`src/rtl/idecode_pipe.sv`:
```
// idecode_pipe: instruction-decode stage with a 64 x XLEN register file, a registered
// ID/EX output stage and valid/ready handshakes towards fetch and execute.
// Handles back-pressure, branch flush and one-cycle load-use stalls.
// XLEN must be at least 32.
// Optional macro IDECODE_BYPASS_EN: forward a same-cycle write-back to the decode read ports.
module idecode_pipe #(
    parameter int unsigned XLEN    = 32,
    parameter logic [3:0]  OP_LOAD = 4'b1110
) (
    input  logic            clk_i,
    input  logic            rst_i,

    // Fetch side
    input  logic            in_valid_i,
    output logic            in_ready_o,
    input  logic [XLEN-1:0] pc_in_i,
    input  logic [31:0]     inst_i,
    input  logic            svpc_i,
    input  logic            flush_i,

    // Execute side
    output logic            out_valid_o,
    input  logic            out_ready_i,
    output logic [XLEN-1:0] pc_out_o,
    output logic [XLEN-1:0] lhs_o,
    output logic [XLEN-1:0] rhs_o,
    output logic [XLEN-1:0] imm_o,
    output logic [5:0]      rd_out_o,
    output logic [3:0]      op_out_o,
    output logic            hazard_o,

    // Write-back port
    input  logic            wb_en_i,
    input  logic [5:0]      wb_addr_i,
    input  logic [XLEN-1:0] wb_data_i
);

    // Instruction fields
    logic [3:0] op;
    logic [5:0] rd;
    logic [5:0] rs;
    logic [5:0] rt;

    assign op = inst_i[31:28];
    assign rd = inst_i[27:22];
    assign rs = inst_i[21:16];
    assign rt = inst_i[15:10];

    // Register file
    logic [XLEN-1:0] rf_q [64];
    logic [XLEN-1:0] rs_val;
    logic [XLEN-1:0] rt_val;

    // Register file write; reset wipes every entry
    always_ff @(posedge clk_i) begin
        if (rst_i) begin
            for (int i = 0; i < 64; i++) begin
                rf_q[i] <= '0;
            end
        end else if (wb_en_i) begin
            rf_q[wb_addr_i] <= wb_data_i;
        end
    end

`ifdef IDECODE_BYPASS_EN
    // Read ports, forwarding a write that lands on this same edge
    always_comb begin
        rs_val = rf_q[rs];
        rt_val = rf_q[rt];
        if (wb_en_i && (wb_addr_i == rs)) rs_val = wb_data_i;
        if (wb_en_i && (wb_addr_i == rt)) rt_val = wb_data_i;
    end
`else
    // Read ports return the array contents before any same-cycle write
    always_comb begin
        rs_val = rf_q[rs];
        rt_val = rf_q[rt];
    end
`endif

    // ID/EX register state
    logic            valid_q, valid_d;
    logic [XLEN-1:0] pc_q,    pc_d;
    logic [XLEN-1:0] lhs_q,   lhs_d;
    logic [XLEN-1:0] rhs_q,   rhs_d;
    logic [XLEN-1:0] imm_q,   imm_d;
    logic [5:0]      rd_q,    rd_d;
    logic [3:0]      op_q,    op_d;

    logic            hazard;
    logic            in_ready;
    logic [XLEN-1:0] imm_next;

    // Load-use check: rs is compared even when the pc replaces it as lhs
    always_comb begin
        hazard = valid_q && (op_q == OP_LOAD) && in_valid_i && ((rd_q == rs) || (rd_q == rt));
        // A flush always consumes the presented instruction, stalled or not
        in_ready = flush_i || ((!valid_q || out_ready_i) && !hazard);
    end

    // Immediate: inst[0] selects the long 22-bit or the short 16-bit form
    always_comb begin
        if (inst_i[0]) begin
            imm_next = {{(XLEN-22){inst_i[21]}}, inst_i[21:0]};
        end else begin
            imm_next = {{(XLEN-16){inst_i[15]}}, inst_i[15:0]};
        end
    end

    // ID/EX next state: flush, then capture, then drain, otherwise hold
    always_comb begin
        valid_d = valid_q;
        pc_d    = pc_q;
        lhs_d   = lhs_q;
        rhs_d   = rhs_q;
        imm_d   = imm_q;
        rd_d    = rd_q;
        op_d    = op_q;
        if (flush_i) begin
            valid_d = 1'b0;
        end else if (in_valid_i && in_ready) begin
            valid_d = 1'b1;
            pc_d    = pc_in_i;
            lhs_d   = svpc_i ? pc_in_i : rs_val;
            rhs_d   = rt_val;
            imm_d   = imm_next;
            rd_d    = rd;
            op_d    = op;
        end else if (out_ready_i) begin
            // Covers the load-use case: the load drains and a bubble follows
            valid_d = 1'b0;
        end
    end

    // ID/EX register update with synchronous reset
    always_ff @(posedge clk_i) begin
        if (rst_i) begin
            valid_q <= 1'b0;
            pc_q    <= '0;
            lhs_q   <= '0;
            rhs_q   <= '0;
            imm_q   <= '0;
            rd_q    <= '0;
            op_q    <= '0;
        end else begin
            valid_q <= valid_d;
            pc_q    <= pc_d;
            lhs_q   <= lhs_d;
            rhs_q   <= rhs_d;
            imm_q   <= imm_d;
            rd_q    <= rd_d;
            op_q    <= op_d;
        end
    end

    assign in_ready_o  = in_ready;
    assign hazard_o    = hazard;
    assign out_valid_o = valid_q;
    assign pc_out_o    = pc_q;
    assign lhs_o       = lhs_q;
    assign rhs_o       = rhs_q;
    assign imm_o       = imm_q;
    assign rd_out_o    = rd_q;
    assign op_out_o    = op_q;

endmodule

```
`config.mk`:
```
export PLATFORM = sky130hd
export DESIGN_NAME = idecode_pipe
export DESIGN_NICKNAME = d
export VERILOG_FILES = /design/src/rtl/idecode_pipe.sv
export SDC_FILE = /design/constraint.sdc
export NUM_CORES = 2
export LEC_CHECK = 0
export ABC_AREA = 0
export CAP_MARGIN = 20
export CORE_MARGIN = 2
export CORE_UTILIZATION = 35
export DETAILED_ROUTE_END_ITERATION = 6
export PLACE_DENSITY = 0.59
export SYNTH_ARGS = -nofsm -noshare
export SYNTH_HDL_FRONTEND = slang
export SYNTH_SLANG_ARGS = --single-unit
```
`constraint.sdc`:
```
create_clock -name clk_i -period 4.5 [get_ports clk_i]
set_input_delay 0.675 -clock clk_i [delete_from_list [all_inputs] [get_ports clk_i]]
set_output_delay 0.675 -clock clk_i [all_outputs]
set_load 0.01 [all_outputs]
```
==> results.md <==
| Metric | Reported |
| --- | --- |
| Hold Slack | 0.149 ns |
| Width of the die | 570 um |
| Detailed Route Iter0 Violations | 13163 |
| Cts bufs inserted | 236 |
| Y dimension of the die | 570 um |
| Setup Total Neg Slack | 0 ns |
| Endpoint type of the worst setup path | flip-flop |
| Worst-Skew Late Latency | 0.93 ns |
| Maximum number of pins on one net before global-route repair | 126 |
| Buffers from clock root to sink, at most | 4 |
| Worst voltage drop across the vdd grid | 376 uV |
| Synth async-reset ratio | 0% |
| Max Fclk | 247 MHz |
| Synth area leader | edfxtp_1 |
| Fillers | 28586 |
| Gr busiest metal | met2 |
| Data required time of the worst path | 5.33 ns |
| RePlAce Congestion | 0.951 |
| Mean instance size in the synthesized netlist | 15.1 sq um |
| Number of synthesized flops with an enable pin | 2048 |
| Number of antenna violations at the first check in global routing | 77 |
| Number of nets with antenna violations after detailed routing | 0 |
| Failing checks | DRC |
| Routed length per instance | 38.3 um |
| Slew at the pin with the worst max-slew slack | 1.32 ns |
| Number of sinks handled by clock tree synthesis | 2177 |
| Setup Slack @ Placement | -0.190 ns |
| Crit Reg-Reg Startpoint | rf_q[55][11]$_SDFFCE_PN0P_ |
| Die Area | 324000 sq um |
| Row Count | 207 |
| Detailed-router iteration count before antenna repair | 7 |
| Aggregate global-route resource usage | 27.7% |
| H-Tree Level Count | 4 |
| Ys Warns | 0 |
| Post-detail-place hpwl | 291000 um |
| Max-Cap Viols | 0 |
| Fraction of the yosys area taken by sequential cells | 57.2% |
| Post-CTS Setup Repair Bufs | 0 |
| Class of the tightest hold or removal check | input port to flip-flop |
| Remaining Overflow, GRT | 0 |
| Worst hold start | wb_data_i[6] |
| Cell area after synthesis | 112000 sq um |
| Critical setup path kind | input port to flip-flop |
| Number of flip-flops and latches in the synthesized netlist | 2177 |
| Number of resized instances in the post-cts repair step | 0 |
| Proportion of layout cells with a drive suffix above 1 | 26.9% |
| Result of the run | finished, violations left |
| Global-route track usage on met1 | 34.9% |
| Port buffer count | 249 |
| Arrival time of the worst setup path | 4.88 ns |
| Post-route setup slack | 0.453 ns |
| Final standard cell count with taps included and fillers excluded | 11994 |
| Most frequently used flop master after synthesis | edfxtp_1 |
| Area contributors post-synth | edfxtp_1 55%, mux4_2 21%, and2_1 11%, a22oi_1 3.4%, dfxtp_1 2.3% |
| Vias after detailed routing | 75548 |
| Initial Utilization | 35.2% |
| Count of boundary I/O pins | 250 |
| Worst clock skew | 0.0631 ns |
| Remaining DRCs | 1 |
| GR Layer Usage met2 | 40.8% |
| Critical path launch point | inst_i[19] |
| Total of hold buffers inserted after clock tree synthesis | 0 |
| Unrepaired setup endpoints after global routing | false |
| Final max-slew violation count | 0 |
| CTS tree | yes |
| Crit-path max FO | 49 |
| Power per cell area | 382 nW/um^2 |
| Met3 Track Usage GR | 10.6% |
| Critical path startpoint category | input port |
| Setup Viol. Count Final | 0 |
| Portion of synthesized cell area occupied by the leading cell type | 54.9% |
| Fin nets | 7711 |
| Placed inst area | 122000 sq um |
| Final critical-path share of the clock period | 89.9% |
| Final count of hold timing violations | 0 |
| Via count of the first global-routing pass | 73980 |
| Net count after synthesis | 7529 |
| Slew HR | 12.0% |
| Clk slew on worst S/H paths | 0.06 ns |
| Post-layout minimum cycle time | 4.05 ns |
| Wire length of the first global-routing pass | 623000 um |
| Placed Instances | 11539 |
| Number of cells produced by synthesis | 7420 |
| Count of unique library cells instantiated by Yosys | 35 |
| Total Wirelength | 459000 um |
| P_leak | 43.4 nW |
| Root buffer selected by CTS | clkbuf_16 |
| Detail-routed via count per cell | 6.30 |
| Final design instance area without fill | 130000 sq um |
| Core ar. | 318000 sq um |
| Synthesis-to-layout area growth | 15.8% |
-- final cells by class --
| class | count | area (sq um) | share of cell area (%) |
|---|---|---|---|
| Timing Repair Buffer | 792 | 7830 | 6.04 |
| Clock inverter | 126 | 1240 | 0.955 |
| Inverter | 4 | 15.0 | 0.0116 |
| Tap cell | 4180 | 5230 | 4.03 |
| Multi-Input combinational cell | 4391 | 44800 | 34.6 |
| Sequential cell | 2177 | 64100 | 49.4 |
| Antenna cell | 23 | 57.6 | 0.0444 |
| Clock buffer | 301 | 6340 | 4.89 |
-- critical path, stage by stage --
cell	delay (ns)
clkdlybuf4s50_1	1.20
nor2b_4	0.38
buf_12	0.25
buf_12	0.38
a22oi_1	0.13
a21oi_1	0.92
o41ai_1	0.43
a311oi_1	0.36
-- per-stage QoR --
step | util, % | power [W]
6_report | 40.8 | 0.0496
2_1_floorplan | - | 0.0272
3_3_place_gp | 38.3 | 0.0300
5_1_grt | 40.7 | 0.0505
4_1_cts | 40.7 | 0.0495
3_5_place_dp | 38.3 | 0.0301
-- sequential cells by signal, indices dropped and copies added (netlist names) --
| name | flops |
|---|---|
| op_out_o | 4 |
| rd_out_o | 6 |
| rf_q | 2048 |
| imm_o | 22 |
| lhs_o | 32 |
| out_valid_o | 1 |
| rhs_o | 32 |
| pc_out_o | 32 |
-- placed cells by master (no fill, tap or decap), types with 41 or more instances in the layout --
master,count
clkbuf_16,237
mux4_2,1024
nand2_1,41
edfxtp_1,2048
dfxtp_1,129
a21oi_1,262
clkbuf_1,47
and2_1,2048
a22oi_1,512
buf_12,110
clkinv_2,48
mux2i_1,58
nor2_4,50
clkdlybuf4s50_1,211
buf_4,429
or2_2,66
nor2_1,98
-- power by group --
group	total, W	internal (W)	switching, W
registers	0.0238	0.0232	0.000654
logic	0.00600	0.00246	0.00354
clock network	0.0197	0.0112	0.00857
total	0.0496	0.0368	0.0128
-- worst paths after layout --
path	to	cells after the start	slack [ns]
worst max-delay path	lhs_o[11]$_SDFFE_PP0P_	8	0.45
worst min-delay path	rf_q[31][6]$_SDFFCE_PN0P_	2	0.15
worst max register to register	lhs_o[11]$_SDFFE_PP0P_	5	1.40
worst min register to register	imm_o[9]$_SDFFE_PP0P_	2	0.49
-- routing by layer --
layer | wire [um] | vias to the layer above | part of all wire, %
met5 | 434 | - | 0.095
met4 | 29500 | 54 | 6.4
met3 | 65600 | 1162 | 14
met2 | 201000 | 5977 | 44
met1 | 162000 | 39324 | 35
li1 | - | 29031 | -
-- cells in the mapped netlist (33+ instances only) --
cell type,count
nor2_1,164
buf_1,71
buf_2,104
dfxtp_1,129
a22oi_1,512
mux2i_1,58
nand2_1,44
a21oi_1,263
and2_1,2050
nand2b_1,37
or2_2,66
o22ai_1,33
edfxtp_1,2048
mux4_2,1024
clkbuf_1,635
-- kinds of logic after synthesis --
family | synth area share [%]
compound gates | 5.37
xor+xnor | 0.0939
buf+inv | 3.14
flops | 57.2
mux | 21.1
simple gates | 13.0
Power figures use the tool's default switching activity.
